`src/rtl/id_ex_stage_if.sv`:
```
// ID/EX boundary bundle: decode slot, forwarding sources, hazard controls and the
// registered/forwarded EX-side outputs that feed the ALU.
interface id_ex_stage_if;
    logic        i_id_valid;
    logic [31:0] i_id_pc;
    logic [31:0] i_id_rs1_data;
    logic [31:0] i_id_rs2_data;
    logic [31:0] i_id_imm;
    logic [4:0]  i_id_rs1_addr;
    logic [4:0]  i_id_rs2_addr;
    logic [4:0]  i_id_rd_addr;
    logic        i_id_rd_wren;
    logic [3:0]  i_id_alu_op;
    logic        i_id_opa_sel;
    logic        i_id_opb_sel;
    logic        i_id_mem_rd;
    logic        i_id_mem_wr;
    logic [4:0]  i_exmem_rd_addr;
    logic        i_exmem_rd_wren;
    logic [31:0] i_exmem_data;
    logic [4:0]  i_memwb_rd_addr;
    logic        i_memwb_rd_wren;
    logic [31:0] i_memwb_data;
    logic        i_stall;
    logic        i_flush;
    logic        o_valid;
    logic [31:0] o_pc;
    logic [31:0] o_op_a;
    logic [31:0] o_op_b;
    logic [3:0]  o_alu_op;
    logic [31:0] o_store_data;
    logic [4:0]  o_rd_addr;
    logic        o_rd_wren;
    logic        o_mem_rd;
    logic        o_mem_wr;
    logic        o_load_use;

    modport master (
        output i_id_valid, i_id_pc, i_id_rs1_data, i_id_rs2_data, i_id_imm,
               i_id_rs1_addr, i_id_rs2_addr, i_id_rd_addr, i_id_rd_wren, i_id_alu_op,
               i_id_opa_sel, i_id_opb_sel, i_id_mem_rd, i_id_mem_wr,
               i_exmem_rd_addr, i_exmem_rd_wren, i_exmem_data,
               i_memwb_rd_addr, i_memwb_rd_wren, i_memwb_data, i_stall, i_flush,
        input  o_valid, o_pc, o_op_a, o_op_b, o_alu_op, o_store_data,
               o_rd_addr, o_rd_wren, o_mem_rd, o_mem_wr, o_load_use
    );

    modport slave (
        input  i_id_valid, i_id_pc, i_id_rs1_data, i_id_rs2_data, i_id_imm,
               i_id_rs1_addr, i_id_rs2_addr, i_id_rd_addr, i_id_rd_wren, i_id_alu_op,
               i_id_opa_sel, i_id_opb_sel, i_id_mem_rd, i_id_mem_wr,
               i_exmem_rd_addr, i_exmem_rd_wren, i_exmem_data,
               i_memwb_rd_addr, i_memwb_rd_wren, i_memwb_data, i_stall, i_flush,
        output o_valid, o_pc, o_op_a, o_op_b, o_alu_op, o_store_data,
               o_rd_addr, o_rd_wren, o_mem_rd, o_mem_wr, o_load_use
    );
endinterface

```
`src/rtl/id_ex_stage.sv`:
```
// ID/EX pipeline register with EX-side operand forwarding, ALU operand selection,
// load-use bubble insertion, stall hold with writeback refresh, and flush.
module id_ex_stage (
    input logic          i_clk,
    input logic          i_reset,
    id_ex_stage_if.slave bus
);
    typedef struct packed {
        logic        valid;
        logic [31:0] pc;
        logic [31:0] rs1_data;
        logic [31:0] rs2_data;
        logic [31:0] imm;
        logic [4:0]  rs1_addr;
        logic [4:0]  rs2_addr;
        logic [4:0]  rd_addr;
        logic        rd_wren;
        logic [3:0]  alu_op;
        logic        opa_sel;
        logic        opb_sel;
        logic        mem_rd;
        logic        mem_wr;
    } ex_reg_t;

    ex_reg_t     ex_q;
    ex_reg_t     ex_d;
    ex_reg_t     id_slot;
    logic [31:0] fwd_rs1;
    logic [31:0] fwd_rs2;
    logic        load_use;

    // EX/MEM beats MEM/WB; x0 is never forwarded.
    function automatic logic [31:0] forward(
        input logic [4:0]  rs,
        input logic [31:0] held,
        input logic        exm_wren,
        input logic [4:0]  exm_rd,
        input logic [31:0] exm_data,
        input logic        mwb_wren,
        input logic [4:0]  mwb_rd,
        input logic [31:0] mwb_data
    );
        if (rs != 5'd0 && exm_wren && exm_rd == rs)      return exm_data;
        else if (rs != 5'd0 && mwb_wren && mwb_rd == rs) return mwb_data;
        else                                             return held;
    endfunction

    always_comb begin
        id_slot = '0;
        if (bus.i_id_valid) begin
            id_slot = '{valid:    1'b1,
                        pc:       bus.i_id_pc,
                        rs1_data: bus.i_id_rs1_data,
                        rs2_data: bus.i_id_rs2_data,
                        imm:      bus.i_id_imm,
                        rs1_addr: bus.i_id_rs1_addr,
                        rs2_addr: bus.i_id_rs2_addr,
                        rd_addr:  bus.i_id_rd_addr,
                        rd_wren:  bus.i_id_rd_wren,
                        alu_op:   bus.i_id_alu_op,
                        opa_sel:  bus.i_id_opa_sel,
                        opb_sel:  bus.i_id_opb_sel,
                        mem_rd:   bus.i_id_mem_rd,
                        mem_wr:   bus.i_id_mem_wr};
        end
    end

    assign load_use = ex_q.valid && ex_q.mem_rd && ex_q.rd_addr != 5'd0 && bus.i_id_valid
                   && (ex_q.rd_addr == bus.i_id_rs1_addr || ex_q.rd_addr == bus.i_id_rs2_addr)
                   && !bus.i_flush;

    always_comb begin
        // NOTE: defaulting ex_d to the held value first keeps every path assigned, so no latch is inferred.
        ex_d = ex_q;
        if (bus.i_flush) begin
            ex_d = '0;
        end else if (bus.i_stall) begin
            // A value retiring from MEM/WB during the hold would otherwise be lost.
            ex_d.rs1_data = forward(ex_q.rs1_addr, ex_q.rs1_data, 1'b0, 5'd0, 32'd0,
                                    bus.i_memwb_rd_wren, bus.i_memwb_rd_addr, bus.i_memwb_data);
            ex_d.rs2_data = forward(ex_q.rs2_addr, ex_q.rs2_data, 1'b0, 5'd0, 32'd0,
                                    bus.i_memwb_rd_wren, bus.i_memwb_rd_addr, bus.i_memwb_data);
        end else if (load_use) begin
            ex_d = '0;
        end else begin
            ex_d = id_slot;
        end
    end

    // NOTE: sequential state uses non-blocking assignment so every flop samples pre-edge values.
    always_ff @(posedge i_clk or negedge i_reset) begin
        if (!i_reset) ex_q <= '0;
        else          ex_q <= ex_d;
    end

    assign fwd_rs1 = forward(ex_q.rs1_addr, ex_q.rs1_data,
                             bus.i_exmem_rd_wren, bus.i_exmem_rd_addr, bus.i_exmem_data,
                             bus.i_memwb_rd_wren, bus.i_memwb_rd_addr, bus.i_memwb_data);
    assign fwd_rs2 = forward(ex_q.rs2_addr, ex_q.rs2_data,
                             bus.i_exmem_rd_wren, bus.i_exmem_rd_addr, bus.i_exmem_data,
                             bus.i_memwb_rd_wren, bus.i_memwb_rd_addr, bus.i_memwb_data);

    assign bus.o_valid      = ex_q.valid;
    assign bus.o_pc         = ex_q.pc;
    assign bus.o_op_a       = ex_q.opa_sel ? ex_q.pc  : fwd_rs1;
    assign bus.o_op_b       = ex_q.opb_sel ? ex_q.imm : fwd_rs2;
    assign bus.o_alu_op     = ex_q.alu_op;
    assign bus.o_store_data = fwd_rs2;
    assign bus.o_rd_addr    = ex_q.rd_addr;
    assign bus.o_rd_wren    = ex_q.rd_wren;
    assign bus.o_mem_rd     = ex_q.mem_rd;
    assign bus.o_mem_wr     = ex_q.mem_wr;
    assign bus.o_load_use   = load_use;
endmodule

```
`src/flat_wrapper.sv`:
```
// flat-port wrapper written by rule: the top's interface ports become plain ports
module id_ex_stage_flat 
  (i_clk, i_reset, bus_i_id_valid, bus_i_id_pc, bus_i_id_rs1_data, bus_i_id_rs2_data, bus_i_id_imm, bus_i_id_rs1_addr, bus_i_id_rs2_addr, bus_i_id_rd_addr, bus_i_id_rd_wren, bus_i_id_alu_op, bus_i_id_opa_sel, bus_i_id_opb_sel, bus_i_id_mem_rd, bus_i_id_mem_wr, bus_i_exmem_rd_addr, bus_i_exmem_rd_wren, bus_i_exmem_data, bus_i_memwb_rd_addr, bus_i_memwb_rd_wren, bus_i_memwb_data, bus_i_stall, bus_i_flush, bus_o_valid, bus_o_pc, bus_o_op_a, bus_o_op_b, bus_o_alu_op, bus_o_store_data, bus_o_rd_addr, bus_o_rd_wren, bus_o_mem_rd, bus_o_mem_wr, bus_o_load_use);
  id_ex_stage_if bus_i ();
  input logic i_clk;
  input logic i_reset;
  input wire logic [$bits(bus_i.i_id_valid)-1:0] bus_i_id_valid;
  input wire logic [$bits(bus_i.i_id_pc)-1:0] bus_i_id_pc;
  input wire logic [$bits(bus_i.i_id_rs1_data)-1:0] bus_i_id_rs1_data;
  input wire logic [$bits(bus_i.i_id_rs2_data)-1:0] bus_i_id_rs2_data;
  input wire logic [$bits(bus_i.i_id_imm)-1:0] bus_i_id_imm;
  input wire logic [$bits(bus_i.i_id_rs1_addr)-1:0] bus_i_id_rs1_addr;
  input wire logic [$bits(bus_i.i_id_rs2_addr)-1:0] bus_i_id_rs2_addr;
  input wire logic [$bits(bus_i.i_id_rd_addr)-1:0] bus_i_id_rd_addr;
  input wire logic [$bits(bus_i.i_id_rd_wren)-1:0] bus_i_id_rd_wren;
  input wire logic [$bits(bus_i.i_id_alu_op)-1:0] bus_i_id_alu_op;
  input wire logic [$bits(bus_i.i_id_opa_sel)-1:0] bus_i_id_opa_sel;
  input wire logic [$bits(bus_i.i_id_opb_sel)-1:0] bus_i_id_opb_sel;
  input wire logic [$bits(bus_i.i_id_mem_rd)-1:0] bus_i_id_mem_rd;
  input wire logic [$bits(bus_i.i_id_mem_wr)-1:0] bus_i_id_mem_wr;
  input wire logic [$bits(bus_i.i_exmem_rd_addr)-1:0] bus_i_exmem_rd_addr;
  input wire logic [$bits(bus_i.i_exmem_rd_wren)-1:0] bus_i_exmem_rd_wren;
  input wire logic [$bits(bus_i.i_exmem_data)-1:0] bus_i_exmem_data;
  input wire logic [$bits(bus_i.i_memwb_rd_addr)-1:0] bus_i_memwb_rd_addr;
  input wire logic [$bits(bus_i.i_memwb_rd_wren)-1:0] bus_i_memwb_rd_wren;
  input wire logic [$bits(bus_i.i_memwb_data)-1:0] bus_i_memwb_data;
  input wire logic [$bits(bus_i.i_stall)-1:0] bus_i_stall;
  input wire logic [$bits(bus_i.i_flush)-1:0] bus_i_flush;
  output wire logic [$bits(bus_i.o_valid)-1:0] bus_o_valid;
  output wire logic [$bits(bus_i.o_pc)-1:0] bus_o_pc;
  output wire logic [$bits(bus_i.o_op_a)-1:0] bus_o_op_a;
  output wire logic [$bits(bus_i.o_op_b)-1:0] bus_o_op_b;
  output wire logic [$bits(bus_i.o_alu_op)-1:0] bus_o_alu_op;
  output wire logic [$bits(bus_i.o_store_data)-1:0] bus_o_store_data;
  output wire logic [$bits(bus_i.o_rd_addr)-1:0] bus_o_rd_addr;
  output wire logic [$bits(bus_i.o_rd_wren)-1:0] bus_o_rd_wren;
  output wire logic [$bits(bus_i.o_mem_rd)-1:0] bus_o_mem_rd;
  output wire logic [$bits(bus_i.o_mem_wr)-1:0] bus_o_mem_wr;
  output wire logic [$bits(bus_i.o_load_use)-1:0] bus_o_load_use;
  assign bus_i.i_id_valid = bus_i_id_valid;
  assign bus_i.i_id_pc = bus_i_id_pc;
  assign bus_i.i_id_rs1_data = bus_i_id_rs1_data;
  assign bus_i.i_id_rs2_data = bus_i_id_rs2_data;
  assign bus_i.i_id_imm = bus_i_id_imm;
  assign bus_i.i_id_rs1_addr = bus_i_id_rs1_addr;
  assign bus_i.i_id_rs2_addr = bus_i_id_rs2_addr;
  assign bus_i.i_id_rd_addr = bus_i_id_rd_addr;
  assign bus_i.i_id_rd_wren = bus_i_id_rd_wren;
  assign bus_i.i_id_alu_op = bus_i_id_alu_op;
  assign bus_i.i_id_opa_sel = bus_i_id_opa_sel;
  assign bus_i.i_id_opb_sel = bus_i_id_opb_sel;
  assign bus_i.i_id_mem_rd = bus_i_id_mem_rd;
  assign bus_i.i_id_mem_wr = bus_i_id_mem_wr;
  assign bus_i.i_exmem_rd_addr = bus_i_exmem_rd_addr;
  assign bus_i.i_exmem_rd_wren = bus_i_exmem_rd_wren;
  assign bus_i.i_exmem_data = bus_i_exmem_data;
  assign bus_i.i_memwb_rd_addr = bus_i_memwb_rd_addr;
  assign bus_i.i_memwb_rd_wren = bus_i_memwb_rd_wren;
  assign bus_i.i_memwb_data = bus_i_memwb_data;
  assign bus_i.i_stall = bus_i_stall;
  assign bus_i.i_flush = bus_i_flush;
  assign bus_o_valid = bus_i.o_valid;
  assign bus_o_pc = bus_i.o_pc;
  assign bus_o_op_a = bus_i.o_op_a;
  assign bus_o_op_b = bus_i.o_op_b;
  assign bus_o_alu_op = bus_i.o_alu_op;
  assign bus_o_store_data = bus_i.o_store_data;
  assign bus_o_rd_addr = bus_i.o_rd_addr;
  assign bus_o_rd_wren = bus_i.o_rd_wren;
  assign bus_o_mem_rd = bus_i.o_mem_rd;
  assign bus_o_mem_wr = bus_i.o_mem_wr;
  assign bus_o_load_use = bus_i.o_load_use;
  id_ex_stage u_core (.i_clk(i_clk), .i_reset(i_reset), .bus(bus_i));
endmodule
```
`config.mk`:
```
export PLATFORM = sky130hd
export DESIGN_NAME = id_ex_stage_flat
export DESIGN_NICKNAME = d
export VERILOG_FILES = /design/src/rtl/id_ex_stage_if.sv /design/src/rtl/id_ex_stage.sv /design/src/flat_wrapper.sv
export SDC_FILE = /design/constraint.sdc
export NUM_CORES = 1
export LEC_CHECK = 0
export ABC_AREA = 1
export ABC_CLOCK_PERIOD_IN_PS = 2100
export BUFFER_PORTS_ARGS = -buffer_cell sky130_fd_sc_hd__buf_2
export CAP_MARGIN = 10
export CORE_MARGIN = 2
export CORE_UTILIZATION = 51
export DETAILED_ROUTE_END_ITERATION = 6
export PLACE_DENSITY = 0.82
export SYNTH_ARGS = -nofsm -noshare
export SYNTH_HDL_FRONTEND = slang
export SYNTH_SLANG_ARGS = --single-unit
```
`constraint.sdc`:
```
create_clock -name i_clk -period 2.1 [get_ports i_clk]
set_input_delay 0.315 -clock i_clk [delete_from_list [all_inputs] [get_ports i_clk]]
set_output_delay 0.315 -clock i_clk [all_outputs]
set_load 0.005 [all_outputs]
```
Word level (Yosys, flattened, before mapping)
Index checks and enable logic that the tools add are counted.
{ "word_totals": {"register_bits": 153, "latchBits": 0, "ramBits": 0, "rom_bits": 0, "wordCells": 51, "n_memories": 0} }
{ "op_classes": {"n_addsub": 0, "n_mul": 0, "n_div": 0, "order_cmp": 0, "n_eq_ne": 7, "shifts": 0, "mux": 12, "bitwise_logic": 0, "n_reduce_logical": 18} }
{ "op_table": {"columns": ["operator", "n"], "rows": [
  ["153-bit 2-to-1 mux", 3],
  ["32-bit 2-to-1 mux", 6],
  ["64-bit 2-to-1 mux", 1],
  ["56-bit 2-to-1 mux", 1],
  ["33-bit 2-to-1 mux", 1],
  ["5-bit equality test", 6],
  ["5-bit nonzero test", 3],
  ["1-bit logical AND", 13],
  ["2-bit by 1-bit != test with 1-bit output (second input constant)", 1],
  ["1-bit logical NOT", 1],
  ["1-bit logical OR", 1]
]} }

Logic depth before layout (Yosys ltp)
{ "depth": {"depth_word": 8, "depth_mapped": 12} }

Least setup slack after synthesis
Ideal clock, no wire load.
{ "synth_path": {"path_type": "flip-flop to output port", "start": "register u_core.ex_q[17] (netlist bit)", "end": "output bus_o_store_data[10]", "arrival_time_ns": 1.328, "required_time_ns": 1.785, "slack_ns": 0.457, "stages_incl_launch_ff": 11, "path_buffers": 2, "path_cell_list": "dfrtp_1 > inv_1 > nand2_1 > nand2_1 > nor2_1 > and2_1 > buf_4 > nand2_4 > buf_6 > nand3_2 > and2_1"} }
{ "synth_via": {"elab_chain_cells": 5, "word_cells_on_any_way": 9, "classes_between": "eq/ne: 2; mux: 2; reduce/logical: 5"} }
{ "synth_lines": {"columns": ["item", "line_no", "text"], "rows": [
  ["start, declared", "id_ex_stage.sv:25", "ex_reg_t ex_q;"],
  ["start signal, assigned", "id_ex_stage.sv:92", "if (!i_reset) ex_q <= '0;"],
  ["start signal, assigned", "id_ex_stage.sv:93", "else ex_q <= ex_d;"],
  ["5-bit nonzero test", null, null],
  ["1-bit logical AND (2 in a row)", "id_ex_stage.sv:44", "else if (rs != 5'd0 && mwb_wren && mwb_rd == rs) return mwb_data;"],
  ["32-bit 2-to-1 mux", "id_ex_stage.sv:44", null],
  ["32-bit 2-to-1 mux (*)", "id_ex_stage.sv:43", "if (rs != 5'd0 && exm_wren && exm_rd == rs) return exm_data;"],
  ["end, declared", "flat_wrapper.sv:34", "output wire logic [$bits(bus_i.o_store_data)-1:0] bus_o_store_data;"]
]} }
Mark *: on every way between the ends. The rest lies on a longest branch, timed or not.

Worst setup path in the final report
{ "layout_path": {"start": "register u_core.ex_q[22] (netlist bit)", "end": "output bus_o_op_a[25]"} }
{ "layout_via": {"elab_chain_cells": 6, "word_cells_on_any_way": 10, "classes_between": "eq/ne: 2; mux: 3; reduce/logical: 5"} }
{ "layout_lines": {"columns": ["item", "line_no", "text"], "rows": [
  ["5-bit nonzero test", null, null],
  ["1-bit logical AND (2 in a row)", "id_ex_stage.sv:44", null],
  ["32-bit 2-to-1 mux", "id_ex_stage.sv:44", null],
  ["32-bit 2-to-1 mux (*)", "id_ex_stage.sv:43", null],
  ["32-bit 2-to-1 mux (*)", "id_ex_stage.sv:105", "assign bus.o_op_a = ex_q.opa_sel ? ex_q.pc : fwd_rs1;"],
  ["end, declared", "flat_wrapper.sv:31", "output wire logic [$bits(bus_i.o_op_a)-1:0] bus_o_op_a;"]
]} }
Marked as above.

==> results.toml <==
[status]
outcome = "complete, but fails checks"
failed_checks = "setup timing"

[floorplanning]
design.die.area_um2 = 21100
core_um2 = 19500
die_h_um = 145
num_rows = 51
start_util = 0.520
die_w_um = 145
top_level_ports = 375

[power_and_ir_drop]
share_comb_of_total_power = 0.185
power_frac_clock = 0.408
fin_total_pwr_w = 0.00769
pwr-share-seq = 0.408
p_switching_w = 0.00225
internal_power_w = 0.00544
vdd_drop_max_v = 0.000546
cellLeakagePower_nw = 8.54
swShare = 0.293
powerDensity_nw_per_um2 = 560

[placement]
place.gp.congestion = 0.903
portBuffers = 374
dp_hpwl_um = 25900

[detailed_routing]
vias = 11600
drt-pass1-iter-count = 5
drc = 0
postRouteAntennaNets = 0
wirelength_um = 37800
first_iter_violations = 985
routed_via_density = 5.48
wl_per_cell_um = 17.8

[synth]
synth_area_leaders = "dfrtp_1 38%, nand2_1 25%, nand3_1 18%, buf_4 3.8%, inv_1 3.0%"
yosysTopAreaCell = "dfrtp_1"
yosysSeqAreaShare = 0.377
yosysWarnings = 0
synth.most_common_cell = "nand2_1"
async_flop_share = 1.00
yosys-top-cells-count = "663 x nand2_1, 363 x nand3_1, 153 x dfrtp_1"
syn_avg_cell_area_um2 = 6.69
ys_types = 27
syn-cell-area_um2 = 10200
synthesis.nets = 1750
ys_ff_latch = 153
synth_top_area_frac = 0.377
synthCells = 1517
synth_edf_count = 0
synth_flop_cell = "dfrtp_1"

[critical_path]
crit_fanout = 9
r2r-start = "u_core.bus.o_rd_addr[2]$_DFFE_PN0P_"
worstPathRequired_ns = 1.78
critical_path.startpoint = "u_core.ex_q[22]$_DFFE_PN0P_"
cp_slowest_cell = "dfrtp_1"
startpoint_type = "register"
reg2reg_slack_ns = 0.36
cpLargestDelayFamily = "simple AND/OR/NAND/NOR gates"
cp_cell_sequence = "buf_6 -> nand2_2 -> nand4_1 -> nor2_4 -> buf_6 -> clkbuf_16 -> nand3_1 -> nand3_1 -> nand2_1 -> nand2_1 -> buf_2"
endpoint_kind = "primary output"
crit_arrival_ns = 2.16
worstSetupPathType = "register to primary output"
crit_path_max_incr_delay_ns = 0.40
cp_num_buf_inv = 4

[sta]
tns_ns = -29.38
hold_violations = 0
tightestPinTransition_ns = 0.492
min_period_over_period = 1.18
clock-skew-final_ns = 0.00821
setup_slack_ns = -0.373
fmax_mhz = 404
rsz0062_at_grt = "true"
setup_viol = 96
slew_headroom = 0.672
final.min_clock_period_ns = 2.47
final_max_slew_viol_count = 0

[grt]
grt_pass1_wl_um = 57100
grt_use_total = 0.338
overflow = 0
grt_pass1_vias = 11000
grt_max_degree = 65
antenna_found_initial = 4

[cells_and_area]
area_growth_pct = 35.3
final_nets = 2071
drive_gt1_frac = 0.356
final_core_util = 0.703

[clocking]
clockBufferDepth = 2
cts_buffers = 17
cts_tree = "yes"
ctsHtreeMaxLevel = 4
path_clk_slew_ns = 0.07
clkLatencyLatePin_ns = 0.43
clock-root-buffer = "clkbuf_16"
cts.sinks = 153

[run]
maxCapViolCount = 0

[hold_path]
hold_class = "input pin to register"
hold_start = "bus_i_id_pc[6]"
metal layers:
metal	up-vias	global-route usage	part of all wire
met1	5312	0.424	0.38
li1	5418	-	-
met2	747	0.573	0.48
met4	0	0.150	0.045
met3	137	0.0591	0.093
met5	-	0	0
cell usage in the layout (no fill, tap or decap), drive strengths merged, types with 7 or more instances in the layout:
cell type,synthesis,routed
nand2,677,677
buf,117,434
nand3,383,383
dfrtp,153,153
inv,91,94
and2,33,33
clkbuf,23,26
nor2,18,18
xor2,8,8
clkinv,0,7
area by class of cell:
class | instances | area, µm²
flip-flops and latches | 153 | 3830
well taps | 265 | 332
multi-input cells | 1133 | 5710
inverters | 91 | 342
diodes | 4 | 10.0
fillers | 1606 | 5790
clock buffers | 19 | 443
clock inverters | 13 | 144
repair buffers | 442 | 2920
power groups by stage:
stage / registers (W) / clock network [W] / logic (W)
after floorplan: 0.00316 / 0 / 0.000626
after global placement: 0.00317 / 0 / 0.00125
after detailed placement: 0.00318 / 0 / 0.00126
after CTS: 0.00313 / 0.00314 / 0.00131
after global routing: 0.00314 / 0.00327 / 0.00154
final: 0.00313 / 0.00314 / 0.00142
cell families (layout without fill, tap and decap cells):
family	Yosys count	after routing	share of synthesized area
AO/OA/AOI/OAI	7	7	0.00481
XOR/XNOR	10	10	0.00863
flip-flops	153	153	0.377
buffers and inverters	231	565	0.121
AND/OR/NAND/NOR	1116	1116	0.488
other	0	4	0
worst min-delay path: stages:
cell     delay (ns)
buf_2          0.07
nand3_1        0.06
nand2_1        0.05
state kept, by name, indices dropped and copies added, names as in the netlist:
signal                count
u_core.ex_q             108
u_core.bus.o_pc          32
u_core.bus.o_rd_addr      5
u_core.bus.o_alu_op       4
u_core.bus.o_mem_rd       1
u_core.bus.o_mem_wr       1
u_core.bus.o_rd_wren      1
u_core.bus.o_valid        1
timing repair:
action                     CTS  global route
setup endpoints to repair   97            97
gates resized for setup     70           105
setup buffers                6             6
cloned                       2             7
pin swaps                    8            21
hold buffers                 1             0
hold endpoints to repair    44             0
per-stage QoR:
stage	hold slack (ns)	instances	setup WS, ns	area, µm²
CTS	0.0981	2103	-0.354	13100
finish	0.105	2120	-0.373	13700
global route	0.106	2119	-0.482	13700
floorplan	0.0194	1517	0.457	10200
detailed placement	0.291	2063	0.0366	12100
global placement	0.290	2063	0.0527	12100
final timing paths:
check,to,depth (start not counted)
max,bus_o_op_a[25],11
min,u_core.bus.o_pc[6]$_DFFE_PN0P_,3
max reg2reg,u_core.ex_q[32]$_DFFE_PN0P_,8
min reg2reg,u_core.ex_q[20]$_DFFE_PN0P_,2
max in group asynchronous,u_core.ex_q[87]$_DFF_PN0_,3
min in group asynchronous,u_core.bus.o_pc[14]$_DFFE_PN0P_,2
No activity file was read; power rests on OpenSTA's default activity.
